==> src/rtl/ahb_downsizer.sv <==
// ahb_downsizer: splits wide AHB-Lite host transfers into sequential narrow device beats
module ahb_downsizer #(
    parameter int AddrWidth     = 32,
    parameter int HostDataWidth = 64,
    parameter int DevDataWidth  = 32
) (
    input  logic                     clk_i,
    input  logic                     rst_i,
    input  logic                     hsel_i,
    input  logic [AddrWidth-1:0]     haddr_i,
    input  logic [2:0]               hsize_i,
    input  logic [1:0]               htrans_i,
    input  logic                     hwrite_i,
    input  logic [HostDataWidth-1:0] hwdata_i,
    input  logic                     hready_i,
    output logic                     hreadyout_o,
    output logic [HostDataWidth-1:0] hrdata_o,
    output logic                     hresp_o,
    output logic                     d_hsel_o,
    output logic [AddrWidth-1:0]     d_haddr_o,
    output logic [2:0]               d_hsize_o,
    output logic [1:0]               d_htrans_o,
    output logic                     d_hwrite_o,
    output logic [DevDataWidth-1:0]  d_hwdata_o,
    output logic                     d_hready_o,
    input  logic [DevDataWidth-1:0]  d_hrdata_i,
    input  logic                     d_hreadyout_i,
    input  logic                     d_hresp_i
);
    localparam int Ratio    = HostDataWidth / DevDataWidth;
    localparam int DevSize  = $clog2(DevDataWidth / 8);
    localparam int HostSize = $clog2(HostDataWidth / 8);
    localparam int KW       = Ratio > 1 ? $clog2(Ratio) : 1;
    localparam logic [AddrWidth-1:0] LaneMask = AddrWidth'(Ratio - 1);
    localparam logic [2:0] IDLE = 3'd0, DADDR = 3'd1, DDATA = 3'd2, DONE = 3'd3, ERR1 = 3'd4, ERR2 = 3'd5;

    logic [2:0]               state;
    logic [AddrWidth-1:0]     addr;
    logic [2:0]               size;
    logic                     write;
    logic                     multi;
    logic [KW-1:0]            k;
    logic [KW-1:0]            last;
    logic [KW-1:0]            lane;
    logic [HostDataWidth-1:0] wdata;
    logic [HostDataWidth-1:0] rbuf;
    logic [HostDataWidth-1:0] rdata;
    logic [HostDataWidth-1:0] rmerge;
    logic [AddrWidth-1:0]     size_mask;
    logic [AddrWidth-1:0]     beat_addr;
    logic                     accept;
    logic                     unused_ok;

    assign unused_ok = htrans_i[0];
    assign accept    = hsel_i & hready_i & htrans_i[1] & (state == IDLE | state == DONE);
    assign size_mask = (AddrWidth'(1) << size) - AddrWidth'(1);
    assign beat_addr = multi ? (addr & ~size_mask) + (AddrWidth'(k) << DevSize) : addr;
    assign lane      = multi ? k : KW'((addr >> DevSize) & LaneMask);

    // Single-beat reads are replicated so any host lane sees the device word.
    always_comb begin
        rmerge = multi ? rbuf : {Ratio{d_hrdata_i}};
        if (multi) rmerge[lane*DevDataWidth +: DevDataWidth] = d_hrdata_i;
    end

    always_ff @(posedge clk_i) begin
        if (rst_i) begin
            state <= IDLE;
            addr  <= '0;
            size  <= '0;
            write <= 1'b0;
            multi <= 1'b0;
            k     <= '0;
            last  <= '0;
            wdata <= '0;
            rbuf  <= '0;
            rdata <= '0;
        end else begin
            if (state == DADDR && k == '0) wdata <= hwdata_i;
            if (accept) begin
                addr  <= haddr_i;
                size  <= hsize_i;
                write <= hwrite_i;
                multi <= hsize_i > 3'(DevSize);
                last  <= hsize_i > 3'(DevSize) ? KW'((32'd1 << (hsize_i - 3'(DevSize))) - 32'd1) : '0;
                k     <= '0;
                state <= hsize_i > 3'(HostSize) ? ERR1 : DADDR;
            end else begin
                case (state)
                    DADDR: state <= DDATA;
                    DDATA: if (d_hreadyout_i) begin
                        if (d_hresp_i) state <= ERR1;
                        else begin
                            if (!write) rbuf <= rmerge;
                            if (!write && k == last) rdata <= rmerge;
                            k     <= k + KW'(1);
                            state <= k == last ? DONE : DADDR;
                        end
                    end
                    ERR1:    state <= ERR2;
                    default: state <= IDLE;
                endcase
            end
        end
    end

    assign hreadyout_o = state == IDLE | state == DONE | state == ERR2;
    assign hresp_o     = state == ERR1 | state == ERR2;
    assign hrdata_o    = rdata;
    assign d_hsel_o    = state == DADDR;
    assign d_htrans_o  = d_hsel_o ? 2'b10 : 2'b00;
    assign d_haddr_o   = d_hsel_o ? beat_addr : '0;
    assign d_hsize_o   = d_hsel_o ? (multi ? 3'(DevSize) : size) : 3'd0;
    assign d_hwrite_o  = d_hsel_o & write;
    assign d_hwdata_o  = state == DDATA ? wdata[lane*DevDataWidth +: DevDataWidth] : '0;
    assign d_hready_o  = d_hreadyout_i;
endmodule

==> config.mk <==
export PLATFORM = sky130hd
export DESIGN_NAME = ahb_downsizer
export DESIGN_NICKNAME = d
export VERILOG_FILES = /design/src/rtl/ahb_downsizer.sv
export SDC_FILE = /design/constraint.sdc
export NUM_CORES = 1
export LEC_CHECK = 0
export CORE_MARGIN = 4
export CORE_UTILIZATION = 45
export DETAILED_ROUTE_END_ITERATION = 7
export GPL_ROUTABILITY_DRIVEN = 0
export PLACE_DENSITY = 0.75
export SYNTH_ARGS = -nofsm -noshare
export SYNTH_HDL_FRONTEND = slang
export SYNTH_SLANG_ARGS = --single-unit
==> constraint.sdc <==
create_clock -name clk_i -period 3.65 [get_ports clk_i]
set_input_delay 0.365 -clock clk_i [delete_from_list [all_inputs] [get_ports clk_i]]
set_output_delay 0.365 -clock clk_i [all_outputs]
set_load 0.05 [all_outputs]
==> results of run 1 <==
[cell families (layout without fill, tap and decap cells)]
logic type | Yosys count | in the layout | share of synthesized area (%)
other cells | 1 | 2 | 0.0361
simple gates | 656 | 656 | 26.8
xor+xnor | 3 | 3 | 0.253
fa+ha+maj | 3 | 3 | 0.361
flops | 234 | 234 | 45.1
buf+inv | 131 | 354 | 5.47
compound gates | 316 | 316 | 17.9
mux | 43 | 43 | 4.14
[registers in the layout, summed over array words and instances (netlist names)]
name,cells
write,1
k,1
size,3
last,1
hrdata_o,64
wdata,64
state,3
rbuf,64
addr,32
multi,1
[power breakdown]
group | switching (W) | internal (W) | total (W)
Clock | 0.00100 | 0.00143 | 0.00243
Combinational | 0.000333 | 0.000259 | 0.000593
Sequential | 0.0000490 | 0.00262 | 0.00267
Total | 0.00139 | 0.00430 | 0.00569
[metal layers]
| layer | vias to the layer above | wire length (µm) |
|---|---|---|
| li1 | 5125 | - |
| met1 | 4760 | 12800 |
| met2 | 325 | 15300 |
| met3 | 56 | 2640 |
| met4 | 0 | 862 |
| met5 | - | 0 |
[worst max path at each step]
stage	end	slack (ns)	cells after the start
2_1_floorplan	d_haddr_o[23]	0.06	9
3_3_place_gp	d_haddr_o[18]	0.50	9
3_5_place_dp	d_haddr_o[20]	0.47	8
4_1_cts	d_haddr_o[20]	0.05	8
5_1_grt	d_haddr_o[25]	-0.02	9
6_report	d_haddr_o[27]	0.13	9
[final cells by class]
| type | instances | area (µm²) |
|---|---|---|
| multi-input combinational | 1022 | 5230 |
| fill | 1998 | 8060 |
| clock buffer | 40 | 764 |
| sequential | 234 | 4690 |
| tap | 285 | 357 |
| clock inverter | 3 | 20.0 |
| inverter | 11 | 41.3 |
| antenna | 1 | 2.50 |
| timing repair buffer | 300 | 3480 |
[Yosys cell counts (4+ instances only)]
| cell | n |
|---|---|
| inv_1 | 11 |
| nand4_1 | 12 |
| nor2b_1 | 4 |
| o31ai_1 | 8 |
| nor2_1 | 72 |
| buf_2 | 15 |
| or4_1 | 8 |
| o21ai_0 | 9 |
| clkbuf_1 | 90 |
| a211oi_1 | 33 |
| a21oi_1 | 218 |
| dfxtp_1 | 234 |
| a311oi_1 | 33 |
| and4_1 | 4 |
| and2_1 | 4 |
| nand3_1 | 44 |
| nor4_1 | 7 |
| nand2b_1 | 13 |
| buf_4 | 9 |
| and3_1 | 11 |
| nor3_1 | 6 |
| nand2_1 | 453 |
| mux2i_1 | 43 |
[critical path, delay by kind of cell (launching register included)]
kind	cells	cell delay, ns
fa+ha+maj	1	0.30
buf+inv	3	0.45
flops	1	0.42
mux	1	0.36
simple gates	4	1.11
[metrics by stage]
step	hold slack (ns)	setup TNS, ns	total power (W)
4_1_cts	0.361	0	0.00573
3_3_place_gp	0.438	0	0.00330
2_1_floorplan	0.432	0	0.00303
6_report	0.368	0	0.00569
3_5_place_dp	0.444	0	0.00331
5_1_grt	0.379	-0.0257	0.00590
[timing repair]
action / 4_1_cts / 5_1_grt
setup endpoints to repair: 14 / 16
pin swaps: 1 / 1
resized for setup: 2 / 17
buffers inserted: 1 / 1
==> impl_metrics.tcl, run 1 <==
set metrics [dict create \
    rows 55 \
    dr.pass1.iters 5 \
    path_class "flip-flop to primary output" \
    antenna_found_initial 1 \
    synth.ff_latch_count 234 \
    fmax_mhz 284 \
    critPathRequiredTime_ns 3.28 \
    grt_pass1_vias 10000 \
    slowest_delay_ns 0.42 \
    use_met1_pct 29.0 \
    dieHeight_um 160 \
    crit_slowest_cell "dfxtp_2" \
    setup_viol 0 \
    hp-class "primary input to flip-flop" \
    grt.total_usage_pct 23.8 \
    hpwl_um 20900 \
    synth_top_area_share_pct 45.1 \
    drt_iter0_drc 550 \
    ios 278 \
    whs_path_depth 2 \
    grt_max_degree 129 \
    dp_cells 1850 \
    grt.overflow.total 0 \
    synth_flop_cell "dfxtp_1" \
    synth_nets 1530 \
    area_delta_synth_final_pct 40.4 \
    rr_endpoint "wdata[39]$_SDFFE_PP0P_" \
    mostFrequentLayoutCells "nand2_1, dfxtp_1, clkdlybuf4s50_1" \
    clock_sinks 234 \
    final_cells 1896 \
    vias 10300 \
    design_area_um2 14600 \
    ys.warnings.count 0 \
    grt.busiest_layer "met2" \
    netlist-cell-type-count 55 \
    critPathLaunch "size[1]$_SDFFE_PP0P_" \
    die_x_um 160 \
    synth-edff-count 0 \
    worst_pin_slew_ns 0.760 \
    relSlewSlack_pct 49.3 \
    finalNetCount 1738 \
    gr-usage-met2_pct 40.8 \
    slew_violations 0 \
    endpoint_kind "primary output" \
    dpl_cell_area_um2 13700 \
    clock_skew_ns 0.00982 \
    cp-start-kind "flip-flop" \
    fp.coreArea_um2 22600 \
    syn_area_um2 10400 \
    hold_path_end "state[1]$_SDFFE_PP0P_" \
    status "finished, final reports clean" \
    maxCapViolCount 0 \
    async_reset_ff_share_pct 0 \
    final_util_pct 64.4 \
    worstRegToRegCells 6 \
    synth.largest_area_cell "dfxtp_1" \
    grt_use_met3_pct 7.30 \
    ir_drop_mv 0.289 \
    htreeDepth 1 \
    synth_top_cells_by_area "dfxtp_1, nand2_1, a21oi_1" \
    drc 0 \
    worstPathArrival_ns 3.15 \
    setup_ws_ns 0.131 \
    grt_first_pass_wirelength_um 51400 \
    fin_crit_sh_pct 96.4 \
    clock_tree.root_cell "clkbuf_16" \
    total_leakage_power_nw 4.95 \
    clk-insertion-delay-late_ns 0.52 \
    ys_seq_area_share_pct 45.1 \
    place_ws_ns 0.473 \
    detail-route-antenna-nets 0 \
    start_util_pct 45.9 \
    power.density_nw_per_um2 390 \
    syn_inst 1387 \
    mostFrequentLayoutCell "nand2_1" \
    port_buffers 275 \
    drive_gt1_share_pct 9.32 \
    via_per_inst 5.41 \
    dieArea_um2 25600 \
    hold_viol 0 \
    wl_per_cell_um 16.7 \
    holdCritStartpoint "rst_i" \
    critPathMaxFanout 10 \
    finalCriticalPeriod_ns 3.52 \
    numCtsBuffers 26 \
    routed_wl_um 31600 \
    synth_area_per_cell_um2 7.49 \
    path_cells "and3_1 -> inv_1 -> ha_1 -> and4b_1 -> nand4_1 -> buf_4 -> nor4_1 -> mux2i_1 -> buf_12" \
    clk_pin_slew_ns 0.06 \
    cts_tree "built" \
    reg2reg_slack_ns 1.27 \
    holdBufCountCts 0 \
    r2r_start "state[0]$_SDFFE_PP0P_" \
    clockBufferDepth 3 \
]
(Power assumes the default switching activity.)
==> run 2: changes to the inputs <==
- CORE_UTILIZATION: 45 -> 49
- PLACE_DENSITY: 0.75 -> 0.81
- clock period: 3.65 -> 3.8 ns (I/O delays scaled with it)
==> run 2 against run 1 <==
Effect of this change: sequential share of layout area barely moved; first-iteration DRC count rose by 24%; clock power rose by 2%; combinational power fell by 3.9%; clock skew rose by 0.0014 ns; design area fell by 0.12%; clock-buffer cell count rose by 1; worst setup slack improved by 0.0065 ns; largest power group unchanged; highest routed layer unchanged; via count rose by 1.9%; sequential cell count did not move; non-clock buffer count fell by 3; critical path type unchanged.
==> impl_metrics.tcl, run 2 (synthesis results as in run 1) <==
set metrics [dict create \
    grt_max_degree 129 \
    clock_tree.root_cell "clkbuf_16" \
    holdBufCountCts 0 \
    routed_wl_um 31500 \
    port_buffers 275 \
    path_class "flip-flop to primary output" \
    ir_drop_mv 0.318 \
    multi_input_area_um2 5170 \
    vias 10500 \
    grt.overflow.total 0 \
    ios 278 \
    tns_ns 0 \
    critPathRequiredTime_ns 3.42 \
    fin_crit_sh_pct 96.4 \
    antenna_cells 0 \
    clock_skew_ns 0.0112 \
    start_util_pct 49.6 \
    holdCritStartpoint "hwdata_i[44]" \
    drc 0 \
    clk_pin_slew_ns 0.06 \
    via_per_inst 5.55 \
    dr.pass1.iters 5 \
    dieArea_um2 23600 \
    relSlewSlack_pct 37.8 \
    reg2reg_slack_ns 0.94 \
    slew_violations 0 \
    maxCapViolCount 0 \
    endpoint_kind "primary output" \
    critPathLaunch "size[2]$_SDFFE_PP0P_" \
    clock_sinks 234 \
    hold_viol 0 \
    numCtsBuffers 26 \
    finalNetCount 1735 \
    worst_pin_slew_ns 0.933 \
    whs_path_depth 3 \
    worstPathArrival_ns 3.28 \
    slowest_delay_ns 0.47 \
    nFillCells 1689 \
    mostFrequentLayoutCells "nand2_1, dfxtp_1, a21oi_1, clkdlybuf4s50_1, nor2_1" \
    critPathMaxFanout 18 \
    grt.total_usage_pct 25.0 \
    seq_area_um2 4690 \
    rows 53 \
    area_delta_synth_final_pct 40.2 \
    grt_pass1_vias 9868 \
    power.density_nw_per_um2 385 \
    clk-insertion-delay-late_ns 0.52 \
    whs_ns 0.402 \
    wl_per_cell_um 16.7 \
    grt_first_pass_wirelength_um 50000 \
    r2r_start "state[0]$_SDFFE_PP0P_" \
    detail-route-antenna-nets 0 \
    total_leakage_power_nw 4.97 \
    rsz0062_at_grt "no" \
    htreeDepth 1 \
    path_cells "and3_1 -> inv_1 -> ha_1 -> and4_1 -> nand4_1 -> buf_4 -> or4_1 -> a21oi_1 -> buf_12" \
    mostFrequentLayoutCell "nand2_1" \
    dieHeight_um 154 \
    worstRegToRegCells 6 \
    die_x_um 154 \
    postCtsSetupBuffers 0 \
    hpwl_um 20900 \
    drive_gt1_share_pct 8.02 \
    hp-class "primary input to flip-flop" \
    fp.coreArea_um2 21000 \
    finalCriticalPeriod_ns 3.66 \
    rr_endpoint "wdata[61]$_SDFFE_PP0P_" \
    antenna_found_initial 0 \
    clockBufferDepth 3 \
    status "finished, final reports clean" \
    crit_slowest_cell "or4_1" \
    drt_iter0_drc 680 \
    fmax_mhz 273 \
    hold_path_end "wdata[44]$_SDFFE_PP0P_" \
    cp-start-kind "flip-flop" \
    cts_tree "built" \
    setup_viol 0 \
]
==> run 2: cell types whose count changed in the layout (fill, tap and decap cells not counted), sizes merged <==
cell / before / now
buf: 87 / 77
bufinv: 0 / 2
clkbuf: 40 / 41
clkdlybuf4s50: 213 / 218
clkinv: 1 / 2
clkinvlp: 2 / 0
diode: 1 / 0
dlygate4sd2: 0 / 1
dlymetal6s2s: 0 / 1
==> run 2: how the worst max path moves through the flow <==
stage / to / slack [ns] / cells past startpoint
after detailed placement: d_haddr_o[9] / 0.53 / 9
final: d_haddr_o[21] / 0.14 / 9
after CTS: d_haddr_o[16] / 0.0007 / 8
after global routing: d_haddr_o[31] / 0.005 / 9
after floorplan: d_haddr_o[23] / 0.20 / 9
after global placement: d_haddr_o[16] / 0.57 / 8
==> run 2: power by group <==
part | total (W) | internal, W | switching, W
registers | 0.00256 | 0.00251 | 0.0000476
clock network | 0.00247 | 0.00151 | 0.000965
logic | 0.000570 | 0.000248 | 0.000321
==> run 2: layout make-up <==
type,instances,area share (%)
well taps,275,2.36
inverters,11,0.284
repair buffers,297,23.8
clock buffers,41,5.27
multi-input cells,1022,35.5
clock inverters,4,0.558
flip-flops and latches,234,32.2
==> run 2: per-stage QoR <==
stage	util (%)	std cells	area, µm²	power, W	worst slack, ns
floorplan	-	1387	10400	0.00291	0.197
global placement	65.4	1839	13700	0.00317	0.574
detailed placement	65.4	1839	13700	0.00318	0.529
CTS	69.4	1884	14500	0.00564	0.000703
global route	69.5	1884	14600	0.00580	0.00549
finish	69.5	1884	14600	0.00561	0.138
==> run 2: worst max-delay path, delay by kind of cell (launching register included) <==
| kind | cells | cell delay [ns] |
|---|---|---|
| fa+ha+maj | 1 | 0.37 |
| buf+inv | 3 | 0.48 |
| simple gates | 4 | 1.19 |
| flops | 1 | 0.43 |
| compound gates | 1 | 0.29 |
==> run 2: repair_timing <==
item,4_1_cts,5_1_grt
endpoints found under the hold margin,0,0
resized for setup,1,5
setup endpoints to repair,1,16
==> run 2: per-layer routing <==
metal	GRT usage (%)	up-vias	routed length, µm
met5	0	-	0
met4	7.74	0	943
met3	7.77	69	2880
met2	42.5	394	15400
met1	30.2	4874	12300
li1	-	5125	-
==> run 3: changes to the inputs <==
- GPL_ROUTABILITY_DRIVEN: 0 -> not set
==> results of run 3 <==
No change in the layout: final DEF, timing and power equal those of run 2.
